### config.mk
export PLATFORM = sky130hd
export DESIGN_NAME = demux_1x4_flat
export DESIGN_NICKNAME = d
export VERILOG_FILES = /design/src/rtl/demux_1x4_if.sv /design/src/rtl/demux_1x4.sv /design/src/flat_wrapper.sv
export SDC_FILE = /design/constraint.sdc
export NUM_CORES = 1
export LEC_CHECK = 0
export BUFFER_PORTS_ARGS = -buffer_cell sky130_fd_sc_hd__buf_2
export CAP_MARGIN = 5
export CORE_ASPECT_RATIO = 1.75
export CORE_MARGIN = 10
export CORE_UTILIZATION = 29
export DETAILED_ROUTE_END_ITERATION = 12
export MAX_ROUTING_LAYER = met4
export PLACE_DENSITY = 0.61
export SLEW_MARGIN = 20
export SYNTH_ARGS = -nofsm -noshare
export SYNTH_HDL_FRONTEND = slang
export SYNTH_SLANG_ARGS = --single-unit
### constraint.sdc
create_clock -name clk -period 5.3 [get_ports clk]
set_input_delay 1.59 -clock clk [delete_from_list [all_inputs] [get_ports clk]]
set_output_delay 1.59 -clock clk [all_outputs]
set_load 0.01 [all_outputs]
### src/rtl/demux_1x4_if.sv
// demux_1x4_if -- bundle of the inbound beat stream, the four outbound
// streams and the packet-open status of the 1-to-4 packet demultiplexer.
//
// Parameter:
//   WIDTH   data beat width in bits
// Signals:
//   i0, i_valid, i_last, i_ready   inbound beat handshake
//   s1, s0                         destination select (00->o0 .. 11->o3)
//   o0..o3                         outbound data per destination
//   o_valid, o_last, o_ready       outbound handshake, bit n belongs to on
//   busy                           a multi-beat packet is open
// Modports:
//   master  traffic source / sink side (testbench or surrounding logic)
//   slave   the demultiplexer itself
interface demux_1x4_if #(
  parameter int WIDTH = 8
);

  logic [WIDTH-1:0] i0;
  logic             i_valid;
  logic             i_last;
  logic             i_ready;
  logic             s1;
  logic             s0;
  logic [WIDTH-1:0] o0;
  logic [WIDTH-1:0] o1;
  logic [WIDTH-1:0] o2;
  logic [WIDTH-1:0] o3;
  logic [3:0]       o_valid;
  logic [3:0]       o_last;
  logic [3:0]       o_ready;
  logic             busy;

  modport master (
    output i0, i_valid, i_last, s1, s0, o_ready,
    input  i_ready, o0, o1, o2, o3, o_valid, o_last, busy
  );

  modport slave (
    input  i0, i_valid, i_last, s1, s0, o_ready,
    output i_ready, o0, o1, o2, o3, o_valid, o_last, busy
  );

endinterface

### src/rtl/demux_1x4.sv
// demux_1x4 -- packet-aware 1-to-4 demultiplexer with one register slot per
// destination. A packet is routed as a whole: its destination is chosen on
// the first beat and held until the beat carrying i_last is accepted.
//
// Parameter:
//   WIDTH   data beat width in bits (must match the interface WIDTH)
// Ports:
//   clk     rising-edge clock
//   rst_n   asynchronous active-low reset
//   bus     demux_1x4_if.slave (inbound beat, four outbound slots, busy)
//
// Configuration macro:
//   DEMUX_1X4_RR_EN  when defined, s1/s0 are ignored and each new packet
//                    goes to the next destination of a 2-bit round-robin
//                    pointer (o0, o1, o2, o3, o0, ...). When undefined the
//                    destination comes from {s1,s0}.
module demux_1x4 #(
  parameter int WIDTH = 8
) (
  input logic        clk,
  input logic        rst_n,
  demux_1x4_if.slave bus
);

  typedef enum logic {
    IDLE,
    PKT
  } state_t;

  state_t           state_q;
  logic [1:0]       dest_q;
  logic             busy_q;

  logic [WIDTH-1:0] data_q [4];
  logic [WIDTH-1:0] data_d [4];
  logic [3:0]       last_q;
  logic [3:0]       last_d;
  logic [3:0]       valid_q;
  logic [3:0]       valid_d;

  logic [1:0]       new_dest;
  logic [1:0]       dest;
  logic             accept;

  // Destination offered to a packet that starts this cycle.
`ifdef DEMUX_1X4_RR_EN
  logic [1:0] rr_q;
  logic       unused_sel;

  assign new_dest   = rr_q;
  assign unused_sel = bus.s1 ^ bus.s0;
`else
  assign new_dest = {bus.s1, bus.s0};
`endif

  // Once a packet is open every later beat follows the latched destination,
  // so select changes mid-packet cannot split it.
  assign dest = (state_q == PKT) ? dest_q : new_dest;

  // Only the targeted slot gates the inbound stream; a stalled consumer on
  // another output never blocks this packet.
  assign bus.i_ready = ~valid_q[dest] | bus.o_ready[dest];
  assign accept      = bus.i_valid & bus.i_ready;

  // Packet tracking: IDLE opens a packet on a non-final beat, PKT closes it
  // on the final beat. busy is registered alongside the state.
  always_ff @(posedge clk or negedge rst_n) begin
    if (!rst_n) begin
      state_q <= IDLE;
      dest_q  <= 2'b00;
      busy_q  <= 1'b0;
`ifdef DEMUX_1X4_RR_EN
      rr_q    <= 2'b00;
`endif
    end else if (accept) begin
      case (state_q)
        IDLE: begin
          if (bus.i_last) begin
`ifdef DEMUX_1X4_RR_EN
            rr_q <= rr_q + 2'd1;
`endif
          end else begin
            state_q <= PKT;
            dest_q  <= new_dest;
            busy_q  <= 1'b1;
          end
        end
        PKT: begin
          if (bus.i_last) begin
            state_q <= IDLE;
            busy_q  <= 1'b0;
`ifdef DEMUX_1X4_RR_EN
            rr_q    <= rr_q + 2'd1;
`endif
          end
        end
        default: begin
          state_q <= IDLE;
          busy_q  <= 1'b0;
        end
      endcase
    end
  end

  // Slot update: a load wins over a drain, which gives back-to-back refill
  // without a bubble. A drained slot clears its last flag with its valid.
  always_comb begin
    for (int n = 0; n < 4; n++) begin
      data_d[n]  = data_q[n];
      last_d[n]  = last_q[n];
      valid_d[n] = valid_q[n];
      if (accept && (dest == 2'(n))) begin
        data_d[n]  = bus.i0;
        last_d[n]  = bus.i_last;
        valid_d[n] = 1'b1;
      end else if (valid_q[n] && bus.o_ready[n]) begin
        last_d[n]  = 1'b0;
        valid_d[n] = 1'b0;
      end
    end
  end

  // Slot registers, all cleared by reset so no stale beat survives it.
  always_ff @(posedge clk or negedge rst_n) begin
    if (!rst_n) begin
      for (int n = 0; n < 4; n++) begin
        data_q[n] <= '0;
      end
      last_q  <= 4'b0000;
      valid_q <= 4'b0000;
    end else begin
      for (int n = 0; n < 4; n++) begin
        data_q[n] <= data_d[n];
      end
      last_q  <= last_d;
      valid_q <= valid_d;
    end
  end

  assign bus.o0      = data_q[0];
  assign bus.o1      = data_q[1];
  assign bus.o2      = data_q[2];
  assign bus.o3      = data_q[3];
  assign bus.o_valid = valid_q;
  assign bus.o_last  = last_q;
  assign bus.busy    = busy_q;

endmodule

### src/flat_wrapper.sv
// flat-port wrapper written by rule: the top's interface ports become plain ports
module demux_1x4_flat 
#(
  parameter int WIDTH = 8
)
  (clk, rst_n, bus_i0, bus_i_valid, bus_i_last, bus_s1, bus_s0, bus_o_ready, bus_i_ready, bus_o0, bus_o1, bus_o2, bus_o3, bus_o_valid, bus_o_last, bus_busy);
  demux_1x4_if #(.WIDTH(WIDTH)) bus_i ();
  input logic clk;
  input logic rst_n;
  input wire logic [$bits(bus_i.i0)-1:0] bus_i0;
  input wire logic [$bits(bus_i.i_valid)-1:0] bus_i_valid;
  input wire logic [$bits(bus_i.i_last)-1:0] bus_i_last;
  input wire logic [$bits(bus_i.s1)-1:0] bus_s1;
  input wire logic [$bits(bus_i.s0)-1:0] bus_s0;
  input wire logic [$bits(bus_i.o_ready)-1:0] bus_o_ready;
  output wire logic [$bits(bus_i.i_ready)-1:0] bus_i_ready;
  output wire logic [$bits(bus_i.o0)-1:0] bus_o0;
  output wire logic [$bits(bus_i.o1)-1:0] bus_o1;
  output wire logic [$bits(bus_i.o2)-1:0] bus_o2;
  output wire logic [$bits(bus_i.o3)-1:0] bus_o3;
  output wire logic [$bits(bus_i.o_valid)-1:0] bus_o_valid;
  output wire logic [$bits(bus_i.o_last)-1:0] bus_o_last;
  output wire logic [$bits(bus_i.busy)-1:0] bus_busy;
  assign bus_i.i0 = bus_i0;
  assign bus_i.i_valid = bus_i_valid;
  assign bus_i.i_last = bus_i_last;
  assign bus_i.s1 = bus_s1;
  assign bus_i.s0 = bus_s0;
  assign bus_i.o_ready = bus_o_ready;
  assign bus_i_ready = bus_i.i_ready;
  assign bus_o0 = bus_i.o0;
  assign bus_o1 = bus_i.o1;
  assign bus_o2 = bus_i.o2;
  assign bus_o3 = bus_i.o3;
  assign bus_o_valid = bus_i.o_valid;
  assign bus_o_last = bus_i.o_last;
  assign bus_busy = bus_i.busy;
  demux_1x4 #(.WIDTH(WIDTH)) u_core (.clk(clk), .rst_n(rst_n), .bus(bus_i));
endmodule
==> key figures <==
Yosys
  • Multiplexer share of the synthesized area: 26.48%
  • Largest cells by area after synthesis: dfrtp_1, mux2_2, nand2_1
  • Top-area cell type share of the netlist area: 61.15%
  • Mapped Cells: 128
  • Net count after synthesis: 147
  • Cell area after synthesis: 1800 µm²
  • Post-synth top flop: dfrtp_1
  • Ys async rst share: 100.0%
  • Synth Register Bits: 44
  • Simple-gate share of the synthesized area: 7.783%
  • Compound-gate portion of the synthesized area: 2.363%
  • Synth cell count leaders: dfrtp_1, mux2_2, nand2_1
  • Post-Synth Adder-Cell Area: 0.6949%
  • Number of synthesized flops with an enable pin: 0
  • Yosys cell types: 18
  • Share of the yosys chip area belonging to registers: 61.15%
  • Yosys warns: 0
  • Most common cell in the netlist: dfrtp_1
  • Largest family of logic cells by synthesized area: multiplexers
  • Post-Synth XOR/XNOR Area: 0%
  • Synth area leader: dfrtp_1
  • Synthesized area per cell: 14.07 µm²

Clock network
  • Post-CTS setup buffer count: 0
  • Worst-path clk slew: 0.07 ns
  • # hold bufs at CTS: 0
  • Clock sinks: 44
  • Clk Tree Root Cell: clkbuf_8
  • Cts repair resizes: 0
  • CTS tree: built
  • H-tree levels: 2
  • CTS max path bufs: 2
  • CTS Buf Count: 5
  • Worst-Skew Late Latency: 0.29 ns

Layout
  • Final Cell Area: 2327 µm²
  • Area Growth Syn to Fin: 29.26%
  • Fin cells: 270
  • Footprint of the multi-input gates: 671.9 µm²
  • Nets@finish: 210
  • Final Util: 38.97%
  • Register Area: 1101 µm²
  • ANT cells: 0
  • Layout cell share with drive strength beyond 1: 55.21%
  • Fillcell total: 592

Place
  • DP Worst Slack: 1.012 ns
  • PortBufs: 59
  • Post-detailed-placement cell area: 2173 µm²
  • Routability Congestion: 0.7340
  • Dpl hpwl: 3364 µm
  • Placed Cells: 261

Power and ir drop
  • VDD IR max: 0.2293 mV
  • Power density cells: 634.8 nW/µm²
  • Pleak: 1.139 nW

Global routing
  • Number of global-route vias before repair: 1300
  • Aggregate global-route resource usage: 9.158%
  • Overflow after GRT: 0
  • Initial antenna violation count: 0
  • Largest net degree at the start of global routing: 45
  • Global-route wire length before repair: 6969 µm

Setup path
  • Worst path top cell family by delay: multiplexers
  • CP Capture Type: primary output
  • CP peak stage delay: 0.40 ns
  • Setup CP Type: primary input to primary output
  • Setup crit start kind: primary input
  • CP required: 3.71 ns
  • Crit path from: bus_s0
  • Crit-path slowest cell: mux2i_1
  • Setup slack, reg-to-reg: 3.06 ns
  • CP arrival: 2.72 ns
  • Crit-path max FO: 6
  • Crit-path cells: buf_2 -> mux2i_2 -> mux2i_1 -> mux2i_1 -> buf_2
  • RR Startpoint: u_core.state_q
  • Buf/Inv on CP: 2

Route
  • Final WL: 4414 µm
  • Drt wl/cell: 16.35 µm
  • Pre-antenna DRT Iters: 4
  • # DRC: 0
  • Via count: 1253
  • Initial drt markers: 31
  • Average vias per placed instance: 4.641
  • Post-route ant nets: 0

Die
  • Effective utilization at floorplan: 30.15%
  • Placeable Area: 5972 µm²
  • Chip Width: 79.56 µm
  • Die footprint: 9884 µm²
  • Die height: 124.2 µm
  • Row cnt: 37
  • Top-Level Pins: 60

STA
  • Post-route clock period utilization: 81.24%
  • Fin Setup TNS: 0 ns
  • Final WS setup: 0.9942 ns
  • Worst slew pin tran: 0.7849 ns
  • Hold Fails Final Rpt: 0
  • Final slew viol count: 0
  • Max-slew headroom: 47.52%
  • RSZ-0062 raised after global routing: no
  • Fmax: 0.2322 GHz
  • Final Skew: 0.004765 ns
  • Setup violators final: 0
  • Minimum clock period: 4.306 ns

Run status
  • Outcome: completed

Min path
  • Hold crit path type: flip-flop to flip-flop
  • Worst Min Path Start: u_core.bus.o1[0]

Flow run
  • Max-Cap Viols: 0
## registers in the layout, summed over array words and instances, names as in the netlist
register and count:
u_core.bus.o0 8, u_core.bus.o1 8, u_core.bus.o2 8, u_core.bus.o3 8, u_core.bus.o_last 4, u_core.bus.o_valid 4, u_core.dest_q 2, u_core.bus.busy 1
u_core.state_q 1
## power breakdown
part,leakage [nW],internal (W),switching [W]
Clock,0.0645,0.000166,0.000106
Combinational,0.544,0.000307,0.000308
Sequential,0.531,0.000506,0.0000844
Total,1.14,0.000979,0.000498
## cell type report
| cell class | count | share of cell area [%] |
|---|---|---|
| multi-input combinational | 78 | 28.87 |
| sequential | 44 | 47.31 |
| clock buffer | 7 | 4.140 |
| tap | 78 | 4.194 |
| timing repair buffer | 60 | 13.87 |
| clock inverter | 1 | 1.290 |
| inverter | 2 | 0.3226 |
## path summary, 6_finish.rpt
check                      cells past startpoint                    end
max                                            5            bus_i_ready
min                                            1       u_core.bus.o1[0]
max reg2reg                                    3       u_core.bus.o0[1]
min reg2reg                                    1       u_core.bus.o1[0]
max in group asynchronous                      2       u_core.bus.o0[1]
min in group asynchronous                      1  u_core.bus.o_valid[2]
## cell usage in the layout, fill, tap and decap left out, types with 2 or more instances in the layout
master and count:
o21ai_0 4, buf_2 59, nand4_1 2, inv_1 2, clkbuf_8 7, nand3_1 4
mux2_2 34, mux2_4 2, o22ai_1 2, nand2b_1 4, nand2_1 14, mux2i_1 5
nand4b_1 2, dfrtp_1 44
## per-stage QoR
step	total power (W)	hold slack, ns
floorplan	0.0009641	0.4980
global placement	0.001215	0.4822
detailed placement	0.001228	0.4875
CTS	0.001508	0.5065
global route	0.001581	0.5185
finish	0.001477	0.5027
## cell families (layout without fill, tap and decap cells)
kind of cell	count (synthesis)	in the layout
muxes	42	42
adders and majority gates	1	1
and+or+nand+nor	28	28
AOI/OAI and AO/OA	7	7
DFF	44	44
buffers and inverters	6	70
## metal layers
| layer | vias up | part of all wire, % | global-route usage, % | wire [µm] |
|---|---|---|---|---|
| met5 | - | 0 | - | 0 |
| met4 | 0 | 1.7 | 3.168 | 74 |
| met1 | 625 | 39 | 9.410 | 1730 |
| met2 | 50 | 52 | 15.49 | 2291 |
| li1 | 573 | - | - | - |
| met3 | 5 | 7.2 | 3.247 | 318 |
No activity file was read; power rests on OpenSTA's default activity.
